--- config.mk ---
export PLATFORM = sky130hd
export DESIGN_NAME = pipeline_perf_monitor
export DESIGN_NICKNAME = d
export VERILOG_FILES = /design/src/rtl/pipeline_perf_monitor.sv
export SDC_FILE = /design/constraint.sdc
export NUM_CORES = 1
export LEC_CHECK = 0
export CAP_MARGIN = 20
export CORE_ASPECT_RATIO = 1.1
export CORE_MARGIN = 4
export CORE_UTILIZATION = 35
export DETAILED_ROUTE_END_ITERATION = 7
export HOLD_SLACK_MARGIN = 0.02
export PLACE_DENSITY_LB_ADDON = 0.05
export SLEW_MARGIN = 20
export SYNTH_ARGS = -nofsm -noshare
export SYNTH_HDL_FRONTEND = slang
export SYNTH_SLANG_ARGS = --single-unit
--- constraint.sdc ---
create_clock -name clk -period 7.15 [get_ports clk]
set_input_delay 1.43 -clock clk [delete_from_list [all_inputs] [get_ports clk]]
set_output_delay 1.43 -clock clk [all_outputs]
set_load 0.01 [all_outputs]
--- src/rtl/pipeline_perf_monitor.sv ---
// Run-control and observability unit for the pipelined processor: event counters,
// halt/timeout detection and a ready/valid trace FIFO of register writebacks.
module pipeline_perf_monitor #(
    parameter int          XLEN       = 32,
    parameter int          CNT_W      = 32,
    parameter int          DEPTH      = 16,
    parameter int          MAX_CYCLES = 500,
    parameter int          DRAIN_CYC  = 4,
    parameter logic [31:0] HALT_INSTR = 32'h0
) (
    input  logic             clk,
    input  logic             reset,
    input  logic             start,
    input  logic [31:0]      instr_if,
    input  logic             pc_write,
    input  logic             flush,
    input  logic [1:0]       forward_a,
    input  logic [1:0]       forward_b,
    input  logic             wb_en,
    input  logic [4:0]       wb_rd,
    input  logic [XLEN-1:0]  wb_data,
    output logic             busy,
    output logic             done,
    output logic             timeout,
    output logic [CNT_W-1:0] cycle_cnt,
    output logic [CNT_W-1:0] fetch_cnt,
    output logic [CNT_W-1:0] stall_cnt,
    output logic [CNT_W-1:0] flush_cnt,
    output logic [CNT_W-1:0] fwd_cnt,
    output logic             trace_valid,
    input  logic             trace_ready,
    output logic [4:0]       trace_rd,
    output logic [XLEN-1:0]  trace_data,
    output logic             overflow,
    output logic [CNT_W-1:0] drop_cnt
);

    localparam int AW = $clog2(DEPTH);
    localparam int CW = AW + 1;
    localparam int DW = $clog2(DRAIN_CYC) + 1;

    typedef enum logic [2:0] {IDLE, RUN, DRAIN, DONE, TIMEOUT} state_t;

    state_t          state, state_next;
    logic [DW-1:0]   drain_cnt;
    logic            start_ok, halt, limit;
    logic [AW-1:0]   wr_ptr, rd_ptr;
    logic [CW-1:0]   count;
    logic [4:0]      mem_rd   [DEPTH];
    logic [XLEN-1:0] mem_data [DEPTH];
    logic            push_req, push_ok, pop, full, drop;

    function automatic logic [CNT_W-1:0] sat_inc(input logic [CNT_W-1:0] v);
        return (&v) ? v : v + CNT_W'(1);
    endfunction

    assign start_ok = start && (state == IDLE || state == DONE || state == TIMEOUT);
    assign halt     = (state == RUN) && (instr_if == HALT_INSTR) && pc_write;
    assign limit    = (state == RUN) && (cycle_cnt == CNT_W'(MAX_CYCLES - 1));

    assign busy    = (state == RUN) || (state == DRAIN);
    assign done    = (state == DONE);
    assign timeout = (state == TIMEOUT);

    // Halt takes priority over the cycle limit when both fire on the same edge.
    always_comb begin
        state_next = state;
        case (state)
            IDLE, DONE, TIMEOUT: if (start) state_next = RUN;
            RUN: begin
                if (halt)       state_next = DRAIN;
                else if (limit) state_next = TIMEOUT;
            end
            DRAIN:   if (drain_cnt == '0) state_next = DONE;
            default: state_next = IDLE;
        endcase
    end

    always_ff @(posedge clk) begin
        if (!reset) state <= IDLE;
        else        state <= state_next;
    end

    always_ff @(posedge clk) begin
        if (!reset)                                drain_cnt <= '0;
        else if (halt)                             drain_cnt <= DW'(DRAIN_CYC - 1);
        else if (state == DRAIN && drain_cnt != '0) drain_cnt <= drain_cnt - DW'(1);
    end

    always_ff @(posedge clk) begin
        if (!reset || start_ok) begin
            cycle_cnt <= '0;
            fetch_cnt <= '0;
            stall_cnt <= '0;
            flush_cnt <= '0;
            fwd_cnt   <= '0;
        end else if (state == RUN) begin
            cycle_cnt <= sat_inc(cycle_cnt);
            if (pc_write) fetch_cnt <= sat_inc(fetch_cnt);
            else          stall_cnt <= sat_inc(stall_cnt);
            if (flush)    flush_cnt <= sat_inc(flush_cnt);
            if (forward_a != 2'b00 || forward_b != 2'b00) fwd_cnt <= sat_inc(fwd_cnt);
        end
    end

    // A push into a full FIFO survives if the head leaves on the same edge.
    assign push_req    = wb_en && (wb_rd != 5'd0) && ((state == RUN) || (state == DRAIN));
    assign trace_valid = (count != '0);
    assign pop         = trace_valid && trace_ready;
    assign full        = (count == CW'(DEPTH));
    assign push_ok     = push_req && (!full || pop);
    assign drop        = push_req && full && !pop;

    always_ff @(posedge clk) begin
        if (push_ok) begin
            mem_rd[wr_ptr]   <= wb_rd;
            mem_data[wr_ptr] <= wb_data;
        end
    end

    always_ff @(posedge clk) begin
        if (!reset || start_ok) begin
            wr_ptr   <= '0;
            rd_ptr   <= '0;
            count    <= '0;
            overflow <= 1'b0;
            drop_cnt <= '0;
        end else begin
            if (push_ok) wr_ptr <= wr_ptr + AW'(1);
            if (pop)     rd_ptr <= rd_ptr + AW'(1);
            case ({push_ok, pop})
                2'b10:   count <= count + CW'(1);
                2'b01:   count <= count - CW'(1);
                default: count <= count;
            endcase
            if (drop) begin
                overflow <= 1'b1;
                drop_cnt <= sat_inc(drop_cnt);
            end
        end
    end

    assign trace_rd   = mem_rd[rd_ptr];
    assign trace_data = mem_data[rd_ptr];

endmodule
==> impl_metrics.tcl <==
set metrics [dict create \
    status "completed" \
    required_ns 5.72 \
    cts_resized 0 \
    syn_inst 2215 \
    grt_pass1_vias 21656 \
    cts_root_buf "clkbuf_16" \
    slowest_stage "dfxtp_4" \
    area_growth_pct 23.5 \
    syn_avg_cell_area_sq_um 15.0 \
    cts_max_level 3 \
    num_vias 21075 \
    crit_type "reg2out" \
    register_area_sq_mm 0.0221 \
    setup_violations 0 \
    cts_sinks 808 \
    die_w_um 302 \
    ir_worst_vdd_mv 0.157 \
    synth_commonest_cells "edfxtp_1 (592), dfxtp_1 (216), mux4_2 (185)" \
    design_area_sq_mm 0.0412 \
    grt_max_degree 149 \
    die_area_sq_mm 0.100 \
    critPathBufInv 3 \
    p_leak_nw 12.2 \
    place.gp.congestion 0.799 \
    p_total_mw 10.2 \
    grt_use_total_pct 18.1 \
    drive_gt1_share_pct 15.2 \
    ys_ff_latch 808 \
    wl_per_cell_um 23.7 \
    post-cts-setup-buffers 0 \
    first_iter_violations 1168 \
    synth_top_area_share_pct 53.3 \
    start_util_pct 35.3 \
    hold_slack_ns 0.496 \
    cts_buffers 89 \
    clk_latency_ns 0.66 \
    critical-path-max-stage-delay_ns 0.60 \
    io_buffers 313 \
    clockBufferDepth 3 \
    grt_pass1_wl_um 139000 \
    dpl_cell_area_sq_mm 0.0381 \
    die_y_um 332 \
    synth_area_leaders "edfxtp_1 (53%), dfxtp_1 (13%), mux4_2 (13%), a21oi_1 (1.9%), or4_1 (1.7%)" \
    tightest_slew_ns 1.02 \
    hp-class "reg2reg" \
    slew_violations 0 \
    pin_count 314 \
    crit_top_cell "mux4_2" \
    dr.pass1.iters 5 \
    rows 118 \
    core_sq_mm 0.0943 \
    post-route-period-util_pct 71.4 \
    post-place-ws_ns 1.77 \
    diodes 0 \
    synth_area_leader_cell "edfxtp_1" \
    finalNonFillerCells 3884 \
    skew_ns 0.0290 \
    synthesis.nets 2312 \
    clk_pin_slew_ns 0.05 \
    critical_path.top_delay_family "buffers and inverters" \
    powerDensity_mw_per_mm2 249 \
    grt_use_met3_pct 4.22 \
    cap_violations 0 \
    rsz0062_at_grt "false" \
    dp_hpwl_um 58900 \
    synth-edff-count 592 \
    nFillCells 8408 \
    synth-seq-area-share_pct 66.3 \
    async_reset_ff_share_pct 0 \
    dp_cells 3716 \
    clock.fmax_mhz 196 \
    netlist_area_sq_mm 0.0333 \
    fin_nets 2645 \
    avgViaCountPerCell 5.43 \
    postLayoutCoreUtil_pct 43.6 \
    grt.busiest_layer "met2" \
    yosys.cell_count.top_type "edfxtp_1" \
    cts_tree "built" \
    grtUsageMet2_pct 31.6 \
    synth_ff_type "edfxtp_1" \
    use_met1_pct 22.4 \
    maxSlewHeadroom_pct 32.2 \
    ff2ff_setup_slack_ns 3.60 \
    setup_tns_ns 0 \
    yosysWarnings 0 \
    cp-start-kind "flop" \
    synth.distinct_cells 66 \
    antenna_found_initial 3 \
    critical_path_arrival_ns 3.67 \
    drc_errors 0 \
    fin_crit_ns 5.10 \
    cts_hold_buf 0 \
    setup_ws_ns 2.05 \
    path_cells "buf_16 -> buf_4 -> mux4_2 -> mux4_2 -> clkdlybuf4s50_1" \
    grt_overflow 0 \
    endpoint_kind "output port" \
    multiInputGateArea_sq_mm 0.0108 \
    critPathMaxFanout 32 \
    ant_nets 0 \
    hold_violations 0 \
    routed_wl_um 91900 \
]
==> logic make-up after synthesis <==
logic type | synth area share, %
buffers and inverters | 1.76
XOR/XNOR | 1.03
adder cells (fa/ha/maj) | 0.661
multiplexers | 12.9
AO/OA/AOI/OAI | 6.10
flip-flops | 66.3
AND/OR/NAND/NOR | 11.2
==> metal layers <==
metal	wire, um	vias up
met2	47000	433
met5	34	-
li1	-	9641
met1	37900	10878
met3	4990	117
met4	2000	6
==> power breakdown <==
| group | leakage [nW] | switching (mW) | internal (mW) |
|---|---|---|---|
| Combinational | 3.71 | 0.272 | 0.247 |
| Sequential | 7.07 | 0.0186 | 5.04 |
| Clock | 1.46 | 1.92 | 2.74 |
| Total | 12.2 | 2.21 | 8.03 |
==> worst reg2reg max path, stage by stage, from the launching register on <==
cell      delay (ns)
dfxtp_1         0.63
xnor2_1         0.26
a211oi_2        0.23
buf_4           0.24
and2_0          0.32
nand2_1         0.28
nor2_4          0.81
buf_4           0.42
==> cell usage in the layout (no fill, tap or decap), types with 30 or more instances in the layout <==
cell type,count
a21oi_1,129
buf_4,33
clkbuf_16,90
clkdlybuf4s50_1,313
dfxtp_1,212
edfxtp_1,592
inv_1,42
mux4_2,185
nand2_1,104
nand3_1,89
nand4_1,67
nor2_1,82
nor3_1,32
nor4_1,35
o21ai_0,74
o31ai_1,52
or3_1,72
or4_1,76
xnor2_1,30
==> sequential cells by signal, indices dropped and copies added, names as in the netlist, named ones only <==
name and count:
stall_cnt 32, mem_rd 80, flush_cnt 32, fetch_cnt 32, drain_cnt 3, mem_data 512
wr_ptr 4, count 5, fwd_cnt 32, rd_ptr 4, cycle_cnt 32, drop_cnt 32
state 3, overflow 1
==> path summary, 6_finish.rpt <==
kind / start / to / cells after the start
hold / removal: count[3] / count[3] / 2
setup reg to reg: state[1] / mem_data[4][14] / 7
setup / recovery: flop / trace_rd[2] / 5
hold reg to reg: count[3] / count[3] / 2
==> final cells by class <==
| cell class | count | area share (%) |
|---|---|---|
| inverters | 42 | 0.383 |
| well taps | 1260 | 3.83 |
| repair buffers | 353 | 8.57 |
| clock inverters | 55 | 1.54 |
| clock buffers | 112 | 5.70 |
| multi-input cells | 1254 | 26.2 |
| flip-flops and latches | 808 | 53.7 |
Power figures use the tool's default switching activity.
